### src/rtl/nsa_pkg.sv
// Shared definitions for the nibble-serial adder: FSM state type,
// nibble size and the index-counter width helper.
package nsa_pkg;

   localparam int NIBBLE = 4;

   typedef enum logic [1:0] {
      IDLE = 2'd0,
      RUN  = 2'd1,
      HOLD = 2'd2
   } nsa_state_t;

   // One nibble still needs a 1-bit index so the counter never collapses to zero width.
   function automatic int idx_width(input int n);
      return (n > 1) ? $clog2(n) : 1;
   endfunction

endpackage

### src/rtl/cla4_slice.sv
// Purely combinational 4-bit carry-lookahead adder built from
// propagate/generate terms.
module cla4_slice (
   input  logic [3:0] a,
   input  logic [3:0] b,
   input  logic       ci,
   output logic [3:0] s,
   output logic       co
);

   logic [3:0] p;
   logic [3:0] g;
   logic [4:0] c;

   // Flattened lookahead carries; no ripple through the slice.
   always_comb begin
      p    = a ^ b;
      g    = a & b;
      c[0] = ci;
      c[1] = g[0] | (p[0] & ci);
      c[2] = g[1] | (p[1] & g[0]) | (p[1] & p[0] & ci);
      c[3] = g[2] | (p[2] & g[1]) | (p[2] & p[1] & g[0]) | (p[2] & p[1] & p[0] & ci);
      c[4] = g[3] | (p[3] & g[2]) | (p[3] & p[2] & g[1]) | (p[3] & p[2] & p[1] & g[0])
           | (p[3] & p[2] & p[1] & p[0] & ci);
      s    = p ^ c[3:0];
      co   = c[4];
   end

endmodule

### src/rtl/nibble_serial_adder.sv
// Sequential WIDTH-bit adder: one 4-bit CLA slice is reused once per
// nibble, carry registered between nibbles, valid/ready on both sides.
// Optional feature macro: NSA_OVERFLOW_EN adds the signed-overflow output ovf.
//
// state | meaning
// IDLE  | waiting for operands, in_ready=1
// RUN   | adding one nibble per clock
// HOLD  | result valid, waiting for out_ready
module nibble_serial_adder
   import nsa_pkg::*;
#(
   parameter int WIDTH = 16
) (
   input  logic             clk,
   input  logic             rst_n,
   input  logic             in_valid,
   output logic             in_ready,
   input  logic [WIDTH-1:0] a,
   input  logic [WIDTH-1:0] b,
   input  logic             ci,
   output logic             out_valid,
   input  logic             out_ready,
   output logic [WIDTH-1:0] sum,
   output logic             co
`ifdef NSA_OVERFLOW_EN
   ,
   output logic             ovf
`endif
);

   localparam int N    = WIDTH / NIBBLE;
   localparam int IDXW = idx_width(N);
   localparam logic [IDXW-1:0] LAST = IDXW'(N - 1);

   if ((WIDTH % NIBBLE) != 0 || WIDTH < NIBBLE) begin : g_bad_width
      $error("nibble_serial_adder: WIDTH must be a multiple of 4 and at least 4");
   end

   nsa_state_t       state;
   nsa_state_t       state_next;
   logic [WIDTH-1:0] a_reg;
   logic [WIDTH-1:0] b_reg;
   logic [WIDTH-1:0] sum_reg;
   logic             carry;
   logic             co_reg;
   logic [IDXW-1:0]  idx;
   logic [3:0]       nib_a;
   logic [3:0]       nib_b;
   logic [3:0]       nib_s;
   logic             nib_co;
   logic             accept;
   logic             last;

   assign accept = in_valid && in_ready;
   assign last   = (state == RUN) && (idx == LAST);
   assign nib_a  = a_reg[int'(idx)*NIBBLE +: NIBBLE];
   assign nib_b  = b_reg[int'(idx)*NIBBLE +: NIBBLE];

   cla4_slice u_slice (
      .a  (nib_a),
      .b  (nib_b),
      .ci (carry),
      .s  (nib_s),
      .co (nib_co)
   );

   // State register.
   always_ff @(posedge clk or negedge rst_n) begin
      if (!rst_n) state <= IDLE;
      else        state <= state_next;
   end

   // Next-state logic.
   always_comb begin
      state_next = state;
      unique case (state)
         IDLE:    if (accept) state_next = RUN;
         RUN:     if (last) state_next = HOLD;
         HOLD:    if (out_ready) state_next = IDLE;
         default: state_next = IDLE;
      endcase
   end

   // Handshake outputs; in_ready is gated by rst_n so it is low throughout reset.
   always_comb begin
      in_ready  = 1'b0;
      out_valid = 1'b0;
      unique case (state)
         IDLE:    in_ready  = rst_n;
         HOLD:    out_valid = 1'b1;
         default: ;
      endcase
   end

   // Operand capture, per-nibble sum/carry update and the final carry-out.
   always_ff @(posedge clk or negedge rst_n) begin
      if (!rst_n) begin
         a_reg   <= '0;
         b_reg   <= '0;
         sum_reg <= '0;
         carry   <= 1'b0;
         co_reg  <= 1'b0;
         idx     <= '0;
      end else if (accept) begin
         a_reg <= a;
         b_reg <= b;
         carry <= ci;
         idx   <= '0;
      end else if (state == RUN) begin
         sum_reg[int'(idx)*NIBBLE +: NIBBLE] <= nib_s;
         carry <= nib_co;
         idx   <= idx + 1'b1;
         if (last) co_reg <= nib_co;
      end
   end

`ifdef NSA_OVERFLOW_EN
   logic ovf_reg;

   // Signed overflow: same-sign operands producing an opposite-sign MSB.
   always_ff @(posedge clk or negedge rst_n) begin
      if (!rst_n)    ovf_reg <= 1'b0;
      else if (last) ovf_reg <= (a_reg[WIDTH-1] == b_reg[WIDTH-1]) && (nib_s[3] != a_reg[WIDTH-1]);
   end

   assign ovf = ovf_reg;
`endif

   assign sum = sum_reg;
   assign co  = co_reg;

endmodule

### config.mk
export PLATFORM = sky130hd
export DESIGN_NAME = nibble_serial_adder
export DESIGN_NICKNAME = d
export VERILOG_FILES = /design/src/rtl/nsa_pkg.sv /design/src/rtl/cla4_slice.sv /design/src/rtl/nibble_serial_adder.sv
export SDC_FILE = /design/constraint.sdc
export NUM_CORES = 1
export LEC_CHECK = 0
export BUFFER_PORTS_ARGS = -buffer_cell sky130_fd_sc_hd__buf_2
export CELL_PAD_IN_SITES_DETAIL_PLACEMENT = 0
export CELL_PAD_IN_SITES_GLOBAL_PLACEMENT = 1
export CORE_UTILIZATION = 25
export CTS_CLUSTER_DIAMETER = 200
export DETAILED_ROUTE_END_ITERATION = 8
export PLACE_DENSITY_LB_ADDON = 0.25
export SLEW_MARGIN = 20
export SYNTH_ARGS = -nofsm -noshare
export SYNTH_HDL_FRONTEND = slang
export SYNTH_SLANG_ARGS = --single-unit
### constraint.sdc
create_clock -name clk -period 2.7 [get_ports clk]
set_clock_uncertainty 0.05 [all_clocks]
set_input_delay 0.54 -clock clk [delete_from_list [all_inputs] [get_ports clk]]
set_output_delay 0.54 -clock clk [all_outputs]
set_load 0.01 [all_outputs]
# Word level (Yosys, flattened, before mapping)
# Index checks and enable logic that the tools add are counted.
[totals]
out_inout_bits = 19
in_bits = 37
mem_bits_rw = 0
romBits = 0
memories = 0
latch_bits = 0
wordCells = 67
reg_bits = 54
[classes]
n_div = 0
n_shift = 4
mux = 11
add_sub_neg = 2
eq_ne = 6
n_mul = 0
reduce_logical = 7
n_lt_le_gt_ge = 0
bitwise_logic = 30
[op_table]
columns = ["operator", "count"]
rows = [
  ["$neg A4 Y33", 1],
  ["$shift A4 B33 Y16 const A", 1],
  ["$shiftx A4 B33 Y16", 1],
  ["$shiftx A16 B5 Y4", 2],
  ["$and A1 B1 Y1", 16],
  ["$bwmux W16", 1],
  ["$mux W2", 5],
  ["$or A1 B1 Y1", 10],
  ["$xor A4 B4 Y4", 2],
  ["$ne A2 B2 Y1 const B", 3],
  ["$pmux W2 S3", 1],
  ["$reduce_and A3 Y1", 2],
  ["$and A4 B4 Y4", 1],
  ["$eq A2 B2 Y1 const B", 2],
  ["$mux W1", 4],
  ["$add A2 B1 Y2 const B", 1],
  ["$eq A2 B1 Y1 const B", 1],
  ["$logic_and A1 B1 Y1", 2],
  ["$logic_not A2 Y1", 1],
  ["$reduce_and A2 Y1", 1],
  ["$reduce_bool A2 Y1", 1],
  ["$not A1 Y1", 1],
]

# Logic depth before layout (Yosys ltp)
# Gate-level depths: netlist (run 1).
[depth]
word_depth = 9
depth_mapped = 6
mapped_depth_nobuf = 5

# By module
# A second synthesis (run 1) with hierarchy kept.
[hier_totals]
cells_unflattened = 180
area_unflattened_um2 = 2673.8
[by_module_without_submodules]
columns = ["module", "seq_area_each_um2", "cells_each", "instances", "area_per_inst_um2"]
rows = [
  ["nibble_serial_adder", 1351.3, 163, 1, 2526.2],
  ["cla4_slice", 0.0, 17, 1, 147.6],
]

# Worst setup path before layout (run 1)
# No wires, ideal clock.
[synth_path]
path_type = "register -> register"
start = "register idx[0]"
end = "register sum_reg[10], in the netlist sum[10]"
slack_ps = 188
setup_time_ps = 142
path_stages_with_launch = 7
t_arrival_ps = 2320
synth_period_minus_slack_ps = 2512
required_ps = 2508
path_buffers = 1
path_cell_list = "dfrtp_1 -> buf_2 -> mux4_2 -> ha_1 -> a21o_1 -> a211oi_1 -> o31ai_1"
[synth_via]
elab_chain_len = 9
word_cells_on_any_way = 24
classes_between = "1 x add/sub; 4 x shift; 1 x mux; 18 x bitwise"
[synth_rtl]
columns = ["item", "line_no", "rtl"]
rows = [
  ["from (decl)", "nibble_serial_adder.sv:46", "logic [IDXW-1:0] idx;"],
  ["from (signal assigned)", "nibble_serial_adder.sv:112", "idx <= idx + 1'b1;"],
  ["$shiftx A16 B5 Y4, on equally long branches", "nibble_serial_adder.sv:56, nibble_serial_adder.sv:57", ""],
  ["$xor A4 B4 Y4 / $and A4 B4 Y4 (equally long branches)", "cla4_slice.sv:17, cla4_slice.sv:18", ""],
  ["$and A1 B1 Y1", "cla4_slice.sv:22", "c[3] = g[2] | (p[2] & g[1]) | (p[2] & p[1] & g[0]) | (p[2] & p[1] & p[0] & ci);"],
  ["$or A1 B1 Y1 / $and A1 B1 Y1 (equally long branches) (2 in series)", "cla4_slice.sv:22", ""],
  ["$or A1 B1 Y1", "cla4_slice.sv:22", ""],
  ["$xor A4 B4 Y4", "cla4_slice.sv:25", "s = p ^ c[3:0];"],
  ["$shiftx A4 B33 Y16", "nibble_serial_adder.sv:110", "sum_reg[int'(idx)*NIBBLE +: NIBBLE] <= nib_s;"],
  ["$bwmux W16 (*)", "nibble_serial_adder.sv:110", ""],
  ["to (signal, indexed assignment)", "nibble_serial_adder.sv:110", ""],
  ["to (decl)", "nibble_serial_adder.sv:43", "logic [WIDTH-1:0] sum_reg;"],
]
# Every way passes the cells marked *; elsewhere a longest branch is shown, timed or not.
# A chain may end at the register's enable or synchronous reset.

# Final worst setup path (run 1)
[layout_path]
start = "register idx[0]"
end = "register sum_reg[7], in the netlist sum[7]"
# The elaborated chain is that of the path after synthesis.

==> metrics.md, run 1 <==
| Metric | Value |
|---|---|
| Post-synthesis register bit count | `54` |
| Least-Margin Pin Slew | `0.5247 ns` |
| Reg2reg start | `idx[0]$_DFFE_PN0P_` |
| Leakage | `1.454 nW` |
| Tcrit/Tclk final | `92.20%` |
| Largest net degree at the start of global routing | `36` |
| Setup crit end kind | `register` |
| Die X | `104.3 µm` |
| Max IR drop VDD | `0.0003535 V` |
| Layout cell share with drive strength beyond 1 | `45.53%` |
| Fin Hold WS | `0.2060 ns` |
| Tmin final | `2.490 ns` |
| Flop-to-flop setup slack | `0.21 ns` |
| Via count | `1709` |
| Commonest non-fill, non-tap cell in the layout | `buf_2` |
| Grt ovf | `0` |
| Warnings from Yosys | `0` |
| Sequential-to-total area share from yosys stat | `51.60%` |
| Die height | `104.3 µm` |
| WL/cell | `14.55 µm` |
| Synth Instances | `194` |
| First-pass GRT wire length | `9.584 mm` |
| Hold Vio Cnt, Final | `0` |
| Crit-path slowest cell | `dfrtp_1` |
| Async set-or-reset flop fraction in the synthesized netlist | `100.0%` |
| Reg2reg end | `sum[7]$_DFFE_PN0P_` |
| Yosys cell types | `40` |
| CTS clk-pin slew, worst paths | `0.10 ns` |
| Vias/cell | `4.382` |
| Max_cap viols | `0` |
| Fin area | `0.003146 mm²` |
| Clk Latency, worst-skew pair | `0.31 ns` |
| Finished Core Util | `31.60%` |
| Synthesis-to-layout area growth | `20.11%` |
| CP required | `2.83 ns` |
| DP HPWL | `4.264 mm` |
| H-tree levels | `2` |
| GP Congestion | `0.7452` |
| Initial cell density of the core | `26.31%` |
| Final slew viol count | `0` |
| Critical path endpoint | `sum[7]$_DFFE_PN0P_` |
| Hold Buf Count CTS | `0` |
| Final WL | `5.674 mm` |
| Clk sink count | `54` |
| Instance count on the critical path | `5` |
| Total CTS buffers | `5` |
| Post-CTS sizing | `0` |
| Final TNS setup | `0 ns` |
| GR Util All Layers | `11.26%` |
| Final non-filler cell total | `390` |
| DR pass1 iterations | `3` |
| Slew HR | `65.02%` |
| Max clock buf depth | `2` |
| PwrDens | `1275 mW/mm²` |
| # placed instances | `382` |
| Most frequent cells in the layout | `55 x buf_2, 54 x dfrtp_1, 31 x mux2_2` |
| Worst Path Arrival | `2.62 ns` |
| Fill count | `1046` |
| Top achievable clock speed | `401.7 MHz` |
| Setup bufs post-CTS | `0` |
| HP Class | `in -> async` |
| Critical Path Source | `idx[0]$_DFFE_PN0P_` |
| Post-DRT Antenna Nets | `0` |
| Syn nets | `243` |
| Top FF cell, synth | `dfrtp_1` |
| Placement Cell Area | `0.003059 mm²` |
| Final setup viols | `0` |
| Ant diodes | `0` |
| Nets | `305` |
| Crit path kind | `reg -> reg` |
| Post-synth EDFFs | `0` |
| Number of I/O port buffers | `55` |
| Antenna violations before repair | `0` |
| WP buf/inv | `0` |
| Worst R2R Path Depth | `5` |
| Crit path cell chain | `mux4_2 -> ha_1 -> a21oi_1 -> o22ai_1 -> o31ai_1` |
| I/O pins | `56` |
| CP top delay family | `flip-flops` |
| Vias in the first global route | `1802` |
| Num rows | `36` |
| DIE AREA | `0.01089 mm²` |
| Core area | `0.009955 mm²` |
| Mapped Area | `0.002619 mm²` |
| CTS root buffer | `clkbuf_8` |
| DRC Markers | `0` |
| Crit Path Max Fanout | `9` |
| Critical path launch point type | `register` |
| 1st-iter DRT viols | `52` |
| Syn Area/Cell | `13.50 µm²` |
| RSZ-0062 raised after global routing | `false` |
| Slowest stage delay, CP | `0.68 ns` |
| CTS tree | `yes` |
| Status | `completed` |
cell type report:
type                    count  area, µm²  share of cell area [%]
repair buffers             62      327.8                   10.42
clock inverters             2      13.76                  0.4375
well taps                 133      166.4                   5.290
multi-input cells         127       1191                   37.87
flip-flops and latches     54       1351                   42.96
inverters                   6      22.52                  0.7160
clock buffers               6      72.57                   2.307
through the flow:
stage               setup WS [ns]  power, mW
floorplan                  0.1883      2.927
global placement           0.2183      3.604
detailed placement         0.1869      3.617
CTS                        0.1674      4.088
global route              0.05525      4.362
finish                     0.2105      4.011
kinds of logic after synthesis:
logic type	synth area share (%)
AND/OR/NAND/NOR	9.652
XOR/XNOR	0.3345
multiplexers	20.64
adder cells (fa/ha/maj)	6.020
flip-flops	51.60
buffers and inverters	2.914
AO/OA/AOI/OAI	8.839
routing by layer:
layer	vias up	track usage [%]	wire length [µm]
li1	831	-	-
met5	-	0	0
met3	8	2.820	256
met1	829	15.41	2732
met4	0	2.755	53
met2	41	17.69	2632
Yosys cell counts, drive strengths merged, types with 2 or more instances:
master | count | share of area [%]
dfrtp | 54 | 52
mux2 | 32 | 14
nand2 | 22 | 3.2
ha | 11 | 5.3
o21ai | 9 | 1.7
mux4 | 8 | 6.9
o31ai | 8 | 2.7
a21oi | 6 | 1.1
buf | 6 | 1.9
inv | 6 | 0.86
nand3b | 4 | 2.1
a211oi | 3 | 0.86
nand2b | 2 | 0.48
nor2 | 2 | 0.29
or3 | 2 | 0.67
power breakdown:
part / leakage, nW / switching, mW / internal (mW) / total [mW]
Sequential: 0.673 / 0.300 / 1.17 / 1.47
Clock: 0.0452 / 0.267 / 0.184 / 0.451
Combinational: 0.736 / 1.06 / 1.03 / 2.09
Total: 1.45 / 1.63 / 2.38 / 4.01
worst min-delay path by stage:
stage | cells past startpoint | slack (ns) | endpoint
global placement | 2 | 0.41 | sum[1]$_DFFE_PN0P_
CTS | 2 | 0.23 | state[1]$_DFFE_PN0P_
finish | 2 | 0.21 | state[1]$_DFFE_PN0P_
global route | 2 | 0.24 | state[1]$_DFFE_PN0P_
detailed placement | 2 | 0.41 | sum[2]$_DFFE_PN0P_
floorplan | 0 | 0.19 | a_reg[0]$_DFFE_PN0P_
No activity file was read; power rests on OpenSTA's default activity.
==> run 2, diff against run 1 <==
Settings changed: SYNTH_HIERARCHICAL set to 1.
==> metrics.md, run 2 <==
| Metric | Value |
|---|---|
| Final TNS setup | `0 ns (unchanged)` |
| # placed instances | `370 (-3.1%)` |
| Synth Area in Adders | `5.428% (-0.59 points)` |
| Synthesis-to-layout area growth | `19.84%` |
| Hold Vio Cnt, Final | `0 (unchanged)` |
| Status | `completed` |
| Final non-filler cell total | `377 (-3.3%)` |
| Number of I/O port buffers | `55 (unchanged)` |
| Least-Margin Pin Slew | `0.7023 ns (+0.1776 ns)` |
| Top FF cell, synth | `dfrtp_1` |
| Area share of xor/xnor cells in the synthesized design | `1.310% (+0.98 points)` |
| DRC Markers | `0 (unchanged)` |
| Post-synthesis register bit count | `54 (unchanged)` |
| Initial cell density of the core | `25.90% (-0.41 points)` |
| CP required | `2.87 ns (+0.04 ns)` |
| Crit path kind | `reg -> reg` |
| Yosys top cell area share | `50.54% (-1.1 points)` |
| 1st-iter DRT viols | `54 (+3.8%)` |
| Post-Route M1 WL | `2.796 mm (+2.3%)` |
| Top achievable clock speed | `398.1 MHz (-0.88%)` |
| Async set-or-reset flop fraction in the synthesized netlist | `100.0% (unchanged)` |
| Fin Hold WS | `0.3611 ns (+0.1552 ns)` |
| Most frequent cell after synthesis | `dfrtp_1` |
| GR Util All Layers | `10.89% (-0.37 points)` |
| Fill count | `1063 (+1.6%)` |
| Total CTS buffers | `5 (unchanged)` |
| Die height | `105.4 µm (+1.0%)` |
| DP HPWL | `4.123 mm (-3.3%)` |
| Post-synth EDFFs | `0 (unchanged)` |
| Flop-to-flop setup slack | `0.19 ns (-0.02 ns)` |
| Critical path launch point type | `register` |
| I/O pins | `56 (unchanged)` |
| Main combinational cell family by area after synthesis | `multiplexers` |
| First-pass GRT wire length | `9.335 mm (-2.6%)` |
| Clk Latency, worst-skew pair | `0.31 ns (about the same)` |
| Leakage | `1.525 nW (+4.9%)` |
| Syn Area/Cell | `14.85 µm² (+10%)` |
| Area taken by multi-input logic gates | `0.001222 mm² (+2.6%)` |
| Synth Instances | `180 (-7.2%)` |
| Mapped Area | `0.002674 mm² (+2.1%)` |
| Setup crit end kind | `register` |
| Yosys cell types | `29 (-28%)` |
| Max IR drop VDD | `0.0003943 V (+12%)` |
| Final setup viols | `0 (unchanged)` |
| RSZ-0062 raised after global routing | `false` |
| PwrDens | `1299 mW/mm² (+1.9%)` |
| Mux contribution to synthesized area | `24.89% (+4.3 points)` |
| Sequential cell area | `0.001353 mm² (about the same)` |
| H-tree levels | `2 (unchanged)` |
| Hold Buf Count CTS | `0 (unchanged)` |
| Max_cap viols | `0 (unchanged)` |
| Grt ovf | `0 (unchanged)` |
| Core area | `0.01032 mm² (+3.7%)` |
| Final WL | `5.655 mm (-0.33%)` |
| GP Congestion | `0.6826 (-8.4%)` |
| Synth Area in Simple Gates | `6.598% (-3.1 points)` |
| Tcrit/Tclk final | `93.03% (+0.82 points)` |
| Max clock buf depth | `2 (unchanged)` |
| Antenna violations before repair | `0 (unchanged)` |
| Warnings from Yosys | `6 (+6)` |
| DR pass1 iterations | `4 (+1)` |
| Via count | `1617 (-5.4%)` |
| Syn nets | `228 (-6.2%)` |
| Num rows | `37 (+2.8%)` |
| CTS tree | `yes` |
| Tmin final | `2.512 ns (+0.02222 ns)` |
| Final slew viol count | `0 (unchanged)` |
| Post-DRT Antenna Nets | `0 (unchanged)` |
| Setup bufs post-CTS | `0 (unchanged)` |
| Most frequent cells in the layout | `55 x buf_2, 53 x dfrtp_1, 25 x mux2_4` |
| Synth area leaders | `dfrtp_1 51%, mux2_4 14%, mux4_2 6.7%` |
| Leading area contributor after synthesis | `dfrtp_1` |
| HP Class | `in -> async` |
| Vias/cell | `4.289 (-2.1%)` |
| Slew HR | `53.18% (-12 points)` |
| Clk sink count | `54 (unchanged)` |
| Sequential-to-total area share from yosys stat | `50.54% (-1.1 points)` |
| Metal3 WL | `278 µm (+8.6%)` |
| Worst Path Arrival | `2.68 ns (+0.06 ns)` |
| DIE AREA | `0.01111 mm² (+2.1%)` |
| Layout cell share with drive strength beyond 1 | `47.30% (+1.8 points)` |
| CTS clk-pin slew, worst paths | `0.10 ns (about the same)` |
| Nets | `289 (-5.2%)` |
| WL/cell | `15.00 µm (+3.1%)` |
| Top layer in use | `met4` |
| Commonest non-fill, non-tap cell in the layout | `buf_2` |
| Synth top cells by count | `54 x dfrtp_1, 25 x mux2_4, 13 x nand2_1` |
| Vias in the first global route | `1681 (-6.7%)` |
| Crit Path Max Fanout | `7 (-2)` |
| CTS root buffer | `clkbuf_8` |
| Largest net degree at the start of global routing | `55 (+53%)` |
| Die X | `105.4 µm (+1.0%)` |
| Ant diodes | `0 (unchanged)` |
| Compound-Gate Fraction of Synth Area | `6.879% (-2.0 points)` |
| WL met2 | `2.540 mm (-3.5%)` |
run 2: changes by cell type in the layout (fill, tap and decap cells not counted), moves of 3 or more:
cell / delta
mux2_4: +25
mux2_2: -23
nand2_1: -9
a22o_1: +7
o21ai_0: -7
a21oi_1: -5
a211oi_1: -3
buf_4: -3
nand3b_1: +3
run 2: per-layer routing:
metal / up-vias / track usage (%)
li1: 776 / -
met1: 790 / 15.45
met2: 46 / 16.40
met3: 5 / 2.845
met4: 0 / 2.716
met5: - / 0
run 2: power breakdown:
group	total [mW]	internal [mW]	switching [mW]
Sequential	1.45	1.17	0.273
Combinational	2.26	1.18	1.07
Clock	0.462	0.178	0.284
run 2: cell type report:
class                   count  area share [%]
clock inverters             2          0.4686
inverters                   8          0.9371
clock buffers               5           2.148
multi-input cells         111           38.15
flip-flops and latches     54           42.21
repair buffers             61           10.78
well taps                 136           5.310
run 2: what timing repair did:
item / CTS / global route
setup endpoints to repair: 0 / 2
hold endpoints to repair: 0 / 0
gates resized for setup: 0 / 2
run 2: worst paths after layout:
path                                      from  depth (start not counted)                   end
max in group asynchronous                rst_n                          2    idx[0]$_DFFE_PN0P_
min in group clk                     out_ready                          2  state[1]$_DFFE_PN0P_
hold reg to reg            sum[12]$_DFFE_PN0P_                          2   sum[12]$_DFFE_PN0P_
setup / recovery            idx[0]$_DFFE_PN0P_                          8   sum[15]$_DFFE_PN0P_
setup reg to reg            idx[0]$_DFFE_PN0P_                          8   sum[15]$_DFFE_PN0P_
hold / removal                           rst_n                          2    sum[5]$_DFFE_PN0P_
run 2: cells by family (layout without fill, tap and decap cells):
logic type	count (synthesis)	in the layout
DFF	54	54
muxes	43	43
and+or+nand+nor	29	29
AOI/OAI and AO/OA	24	24
buffers and inverters	15	76
adders and majority gates	11	11
xor gates and xnor gates	4	4
run 2: critical path, cell delays in order, from the launching register on:
cell	delay, ns
dfrtp_2	0.42
buf_12	0.15
mux4_2	0.50
ha_1	0.35
a21o_1	0.20
a31o_1	0.22
xor2_2	0.20
nand2_1	0.10
o31ai_1	0.23
run 2: through the flow:
step | utilization [%] | total power, mW | setup slack, ns | instance area (µm²)
after CTS | 30.95 | 4.206 | 0.05167 | 3196
after global routing | 31.04 | 4.529 | 0.04200 | 3204
after global placement | 30.14 | 3.712 | 0.1555 | 3112
after detailed placement | 30.14 | 3.727 | 0.08813 | 3112
after floorplan | - | 3.050 | 0.07204 | 2674
final | 31.04 | 4.164 | 0.1883 | 3204
